**src/rtl/seq_bam_mult.sv**
```systemverilog
// Sequential broken-array multiplier: one partial-product row per cycle, run-time h/v breaks.
// Define SEQ_BAM_ERR_EN to also accumulate the omitted terms so that err = exact product - out.
module seq_bam_mult #(
  parameter int N = 8,
  localparam int HW = $clog2(N + 1),
  localparam int VW = $clog2(2 * N + 1),
  localparam int PW = 2 * N
) (
  input  logic          clk,
  input  logic          rst,
  input  logic          in_valid,
  output logic          in_ready,
  input  logic [N-1:0]  a,
  input  logic [N-1:0]  b,
  input  logic [HW-1:0] h,
  input  logic [VW-1:0] v,
  output logic          out_valid,
  input  logic          out_ready,
  output logic [PW-1:0] out,
  output logic [PW-1:0] err
);

  typedef enum logic [1:0] {S_IDLE, S_RUN, S_DONE} state_t;

  localparam logic [HW-1:0] N_HW = HW'(N);

  state_t        state, next_state;
  logic [N-1:0]  a_q, b_q;
  logic [HW-1:0] h_q, row_q;
  logic [VW-1:0] v_q;
  logic [PW-1:0] acc_q;

  logic [HW-1:0] h_clamp, start_row;
  logic          accept, last_row, bj;
  logic [N-1:0]  mask;
  logic [PW-1:0] kept_add;

  // Bit i of row j survives when the row is not horizontally broken and weight i+j >= v.
  function automatic logic [N-1:0] keep_mask(input logic [HW-1:0] row,
                                             input logic [HW-1:0] hc,
                                             input logic [VW-1:0] vb);
    logic [N-1:0] m;
    m = '0;
    for (int i = 0; i < N; i++)
      m[i] = (row >= hc) && ((i + int'(row)) >= int'(vb));
    return m;
  endfunction

  assign h_clamp = (h > N_HW) ? N_HW : h;
`ifdef SEQ_BAM_ERR_EN
  assign start_row = '0;
`else
  assign start_row = h_clamp;
`endif

  assign accept   = (state == S_IDLE) && in_valid && in_ready;
  assign last_row = (state == S_RUN) && (row_q == N_HW - HW'(1));
  assign bj       = |(b_q & (N'(1) << row_q));
  assign mask     = keep_mask(row_q, h_q, v_q);
  assign kept_add = bj ? (PW'(a_q & mask) << row_q) : '0;

  always_comb begin
    next_state = state;
    case (state)
      S_IDLE: if (accept) next_state = (start_row == N_HW) ? S_DONE : S_RUN;
      S_RUN:  if (last_row) next_state = S_DONE;
      S_DONE: if (out_ready) next_state = S_IDLE;
      default: next_state = S_IDLE;
    endcase
  end

  always_ff @(posedge clk) begin
    if (rst) begin
      state     <= S_IDLE;
      in_ready  <= 1'b0;
      out_valid <= 1'b0;
    end else begin
      state     <= next_state;
      in_ready  <= (next_state == S_IDLE);
      out_valid <= (next_state == S_DONE);
    end
  end

  // Operand capture: data only, no reset needed.
  always_ff @(posedge clk) begin
    if (accept) begin
      a_q <= a;
      b_q <= b;
      h_q <= h_clamp;
      v_q <= v;
    end
  end

  always_ff @(posedge clk) begin
    if (rst) begin
      row_q <= '0;
      acc_q <= '0;
      out   <= '0;
    end else if (accept) begin
      row_q <= start_row;
      acc_q <= '0;
      if (start_row == N_HW) out <= '0;
    end else if (state == S_RUN) begin
      row_q <= row_q + HW'(1);
      acc_q <= acc_q + kept_add;
      if (last_row) out <= acc_q + kept_add;
    end
  end

`ifdef SEQ_BAM_ERR_EN
  logic [PW-1:0] err_acc_q, omit_add;

  assign omit_add = bj ? (PW'(a_q & ~mask) << row_q) : '0;

  always_ff @(posedge clk) begin
    if (rst) begin
      err_acc_q <= '0;
      err       <= '0;
    end else if (accept) begin
      err_acc_q <= '0;
    end else if (state == S_RUN) begin
      err_acc_q <= err_acc_q + omit_add;
      if (last_row) err <= err_acc_q + omit_add;
    end
  end
`else
  assign err = '0;
`endif

endmodule

```
**config.mk**
```make
export PLATFORM = sky130hd
export DESIGN_NAME = seq_bam_mult
export DESIGN_NICKNAME = d
export VERILOG_FILES = /design/src/rtl/seq_bam_mult.sv
export SDC_FILE = /design/constraint.sdc
export NUM_CORES = 1
export LEC_CHECK = 0
export CORE_ASPECT_RATIO = 1.1
export CORE_MARGIN = 4
export CORE_UTILIZATION = 46
export DETAILED_ROUTE_END_ITERATION = 7
export PLACE_DENSITY = 0.8
export SYNTH_ARGS = -nofsm -noshare
export SYNTH_HDL_FRONTEND = slang
export SYNTH_SLANG_ARGS = --single-unit
```
**constraint.sdc**
```tcl
create_clock -name clk -period 4.8 [get_ports clk]
set_input_delay 0.48 -clock clk [delete_from_list [all_inputs] [get_ports clk]]
set_output_delay 0.48 -clock clk [all_outputs]
set_load 0.01 [all_outputs]
```
=== Word-level counts from Yosys, hierarchy flattened ===
Cells that the tools add are included.

* $add $sub $neg: 9
* Multipliers: 0
* Div/mod/pow operators: 0
* Magnitude comparators: 10
* Equality and inequality tests: 6
* Shift operators: 2
* Muxes and demuxes: 13
* Bitwise logic cells: 2
* Reduce and logical (&&, ||, !) cells: 18

{| class="wikitable"
|+ Operators with widths
! operator !! count
|-
| 16-bit two-way mux || 5
|-
| 5-bit >= comparator || 7
|-
| 3-bit by 4-bit adder with 5-bit output (first input constant) || 4
|-
| 16-bit adder || 1
|-
| 8-bit AND || 2
|-
| 8-bit by 4-bit << shifter with 16-bit output || 1
|-
| 4-bit two-way mux || 3
|-
| 1-bit logical AND || 11
|-
| 2-bit by 4-bit adder with 5-bit output (first input constant) || 2
|-
| 2-bit two-way mux || 4
|-
| 8-bit OR reduction || 1
|-
| 1-bit by 4-bit << shifter with 8-bit output (first input constant) || 1
|-
| 2-bit one-hot mux with 3 select lines || 1
|-
| 1-bit by 4-bit adder with 5-bit output (first input constant) || 1
|-
| 4-bit by 5-bit >= comparator with 1-bit output || 1
|-
| 4-bit by 1-bit adder with 4-bit output (second input constant) || 1
|-
| 2-bit == test (second input constant) || 2
|-
| 4-bit by 3-bit == test with 1-bit output (second input constant) || 1
|-
| 4-bit == test (second input constant) || 1
|-
| 4-bit >= comparator || 1
|-
| 4-bit > comparator (second input constant) || 1
|-
| 2-bit logical NOT || 2
|-
| 2-bit nonzero test || 2
|-
| 3-bit AND reduction || 1
|-
| other kinds (3) || 3
|}

* Bits in registers: 65
* Bits in latches: 0
* RAM bits: 0
* Memory bits (read-only): 0
* Input bits: 29
* Output and inout port bits: 34
* Logic and storage cells: 70
* Memories kept: 0

=== Logic depth before layout (Yosys ltp) ===
* Depth in word-level cells: 10
* Gate-level depth with buffers: 21
* Gate-level depth less buffers: 19

=== Least setup slack after synthesis ===
No wires, ideal clock.

* Kind: reg-to-reg
* Start: register row_q[0]
* End: register acc_q[13]
* Library setup time: 62 ps
* Data arrival time: 3794 ps
* Required time: 4738 ps
* Setup slack: 944 ps
* Cell stages (with the launch flop): 19
* Buffers on the path: 0
* Clock period less this slack: 3856 ps
* Cell sequence: dfxtp_1 -> clkinv_1 -> ha_1 -> xnor2_1 -> inv_1 -> ha_1 -> a21o_1 -> a31oi_1 -> o21ai_0 -> mux2_2 -> nand3b_1 -> o221ai_1 -> ha_1 -> a21oi_1 -> o21ai_0 -> a41oi_2 -> o31ai_4 -> or3_1 -> nand3_1

* Longest elaborated chain between the ends: 7
* Elaborated cells on any way between the ends: 31
* Classes of those cells: add/sub: 8; order compare: 9; shift: 2; mux: 1; bitwise: 2; reduce/logical: 9

{| class="wikitable"
|+ RTL lines
! item !! line !! source
|-
| start, declared || 29 || <nowiki>logic [HW-1:0] h_q, row_q;</nowiki>
|-
| start signal, assigned || 100 || <nowiki>row_q <= start_row;</nowiki>
|-
| start signal, assigned || 104 || <nowiki>row_q <= row_q + HW'(1);</nowiki>
|-
| 1-bit by 4-bit adder with 5-bit output (tied with other cells) || 45 || <nowiki>m[i] = (row >= hc) && ((i + int'(row)) >= int'(vb));</nowiki>
|-
| 5-bit >= comparator || 45 ||
|-
| 1-bit logical AND || 45 ||
|-
| 8-bit AND || 60 || <nowiki>assign kept_add = bj ? (PW'(a_q & mask) << row_q) : '0;</nowiki>
|-
| 8-bit by 4-bit << shifter with 16-bit output || 60 ||
|-
| 16-bit two-way mux * || 60 ||
|-
| 16-bit adder * || 105 || <nowiki>acc_q <= acc_q + kept_add;</nowiki>
|-
| end signal, assigned || 105 ||
|-
| end, declared || 31 || <nowiki>logic [PW-1:0] acc_q;</nowiki>
|}

Mark *: on every way between the ends. The rest lies on a longest branch, timed or not.
A chain may end at the register's enable or synchronous reset.

=== Worst setup path in the final report ===
Ends and elaborated chain as after synthesis.

==> results_dict.tcl <==
set metrics [dict create \
    status "complete, no violations" \
    wl_mm 10.8 \
    layout.cells.non_filler 683 \
    firstDrtPassIters 5 \
    portBuffers 46 \
    globalplace.congestion 0.966 \
    layout_commonest_cell "ha_1" \
    power_frac_clock_pct 38.7 \
    max_slew_margin_pct 42.6 \
    crit_buf_inv 3 \
    critPathMaxFanout 7 \
    clock_path_buffers 2 \
    grt_usage_pct 19.2 \
    power_uw 1420 \
    maxCapViolCount 0 \
    ys_async_sr_fraction_pct 0 \
    mostFrequentLayoutCells "ha_1, nand2_1, clkdlybuf4s50_1, dfxtp_1, a21oi_1" \
    antenna_cells 0 \
    route.met2.wl_mm 5.06 \
    root_buffer "clkbuf_8" \
    grt_pass1_wl_mm 18.5 \
    worstSetupPathType "reg2reg" \
    crit_path_start "row_q[0]$_SDFFE_PP0P_" \
    grt_pass1_vias 3915 \
    seq_area_um2 1550 \
    multi_input_area_um2 2840 \
    critical-path-slowest-cell "dfxtp_1" \
    comb_power_share_pct 18.6 \
    synth.avg_cell_area_um2 9.03 \
    fillerInstances 851 \
    synth.distinct_cells 59 \
    coreArea_um2 9840 \
    setup_tns_ns 0 \
    hp-class "reg2reg" \
    end_kind "flop" \
    vias 3919 \
    wl_met1_mm 4.93 \
    crit_chain "clkinv_1 > ha_1 > xnor2_1 > inv_1 > ha_1 > a21o_1 > a31oi_1 > o21ai_0 > mux2i_1 > mux2_2 > o22ai_1 > ha_1 > inv_1 > o21ai_0 > a41oi_2 > o31ai_4 > or3_1 > nand3_1" \
    p_switching_uw 395 \
    max_stage_delay_ns 0.52 \
    internal_power_uw 1030 \
    fmax_mhz 226 \
    route.detailed.drc 0 \
    areaGrowthSynthToFinish_pct 16.6 \
    min_from "out[13]$_SDFFE_PP0P_" \
    first_iter_violations 290 \
    cts_resized 0 \
    synth-edff-count 25 \
    pwr-share-seq_pct 42.6 \
    dp_hpwl_mm 8.10 \
    p_leak_uw 0.00221 \
    htree_levels 3 \
    final_layout_size_suffix_gt1_share_pct 7.82 \
    r2r_start "row_q[0]$_SDFFE_PP0P_" \
    die_w_um 104 \
    clock_sinks 65 \
    cts_buffers 9 \
    critPathRequiredTime_ns 5.09 \
    clk_pin_slew_worst_paths_ns 0.07 \
    ios 63 \
    p_sw_share_pct 27.7 \
    grt_max_degree 31 \
    nets 652 \
    dp.cells 667 \
    slew_violations 0 \
    setup_violations 0 \
    cts_tree "done" \
    antenna_found_initial 0 \
    cpMostUsedCell "ha_1" \
    power_per_cell_area_nw_per_um2 264 \
    initial_core_util_pct 47.0 \
    viasPerCell 5.74 \
    hold_viol_final 0 \
    syn_inst 512 \
    worstSkewPairLatency_ns 0.36 \
    worst_slew_pin_slew_ns 0.858 \
    ys.flop_type "dfxtp_1" \
    setup.worst_path.start_class "flop" \
    rows 38 \
    top_layer "met4" \
    avgRoutedWirePerCell_um 15.9 \
    dieArea_um2 11700 \
    postCtsSetupRepairBufs 0 \
    antenna_left 0 \
    overflow 0 \
    wl_met3_um 596 \
    hold_buffers 0 \
    ir_drop_uv 163 \
    period_share_pct 92.0 \
    die_h_um 113 \
    critPathArrivalTime_ns 4.71 \
    seq_area_frac_synth_pct 33.5 \
    synth.ff_latch_count 65 \
    fin_skew_ns 0.0151 \
    synth_warnings 0 \
    synth_area_um2 4620 \
    rsz0062_at_grt "no" \
    final.min_clock_period_ns 4.42 \
    path_delay_family "compound AO/OA/AOI/OAI gates" \
]
## metal layers
layer / vias to the layer above / track usage, %
met3: 23 / 3.54
met2: 142 / 32.5
met4: 0 / 7.54
met5: - / 0
li1: 1914 / -
met1: 1840 / 24.6
## final cells by class
cell class                 count  area share (%)
multi-input combinational    405            52.7
clock buffer                  10            2.76
timing repair buffer          56            9.93
clock inverter                 6            1.62
tap                          120            2.78
inverter                      21            1.46
sequential                    65            28.8
## synthesized netlist by cell type (15+ instances only)
library cell | number | area share, %
dfxtp_1 | 40 | 17
nor3_1 | 15 | 1.6
edfxtp_1 | 25 | 16
o21ai_0 | 20 | 2.2
nand3_1 | 20 | 2.2
nor2_1 | 29 | 2.4
ha_1 | 64 | 17
xnor2_1 | 20 | 3.8
nand2_1 | 59 | 4.8
inv_1 | 17 | 1.4
a21oi_1 | 36 | 3.9
buf_4 | 16 | 2.6
## power by group through the flow
stage | Clock (µW) | Sequential (µW) | Combinational [µW]
after floorplan | 0 | 616 | 188
after CTS | 559 | 607 | 263
after global placement | 0 | 619 | 251
after detailed placement | 0 | 619 | 261
after global routing | 583 | 609 | 297
final | 551 | 607 | 265
## state kept, by name (all words and copies together) (netlist names)
name and flops:
in_ready 1, h_q 4, b_q 8, state 2
out 16, out_valid 1, row_q 4, v_q 5
acc_q 16, a_q 8
## cell families (layout without fill, tap and decap cells)
logic type      Yosys count  count (layout)  share of synthesized area, %
compound gates          127             127                          18.7
xor+xnor                 22              22                          4.17
fa+ha+maj                65              65                          17.7
buf+inv                  57              93                          6.28
flops                    65              65                          33.5
mux                      11              11                          2.76
other cells               1              16                        0.0811
simple gates            164             164                          16.7
## tightest hold or removal path: stages (launching register included)
cell and delay, ns:
dfxtp_1 0.31, nand2_1 0.05, o21ai_1 0.05
## worst paths after layout
path,endpoint,slack [ns],cells after the start
setup / recovery,acc_q[13]$_SDFFE_PP0P_,0.38,18
hold / removal,out[13]$_SDFFE_PP0P_,0.45,2
setup reg to reg,acc_q[13]$_SDFFE_PP0P_,0.38,18
hold reg to reg,out[13]$_SDFFE_PP0P_,0.45,2
## stage by stage
| stage | utilization (%) | area, µm² | hold WS (ns) | setup slack, ns |
|---|---|---|---|---|
| finish | 54.8 | 5390 | 0.455 | 0.383 |
| global route | 54.8 | 5390 | 0.485 | 0.0595 |
| CTS | 54.8 | 5390 | 0.460 | 0.430 |
| detailed placement | 52.4 | 5150 | 0.446 | 0.483 |
| global placement | 52.4 | 5150 | 0.442 | 0.479 |
| floorplan | - | 4680 | 0.436 | 0.944 |
(Power assumes the default switching activity.)
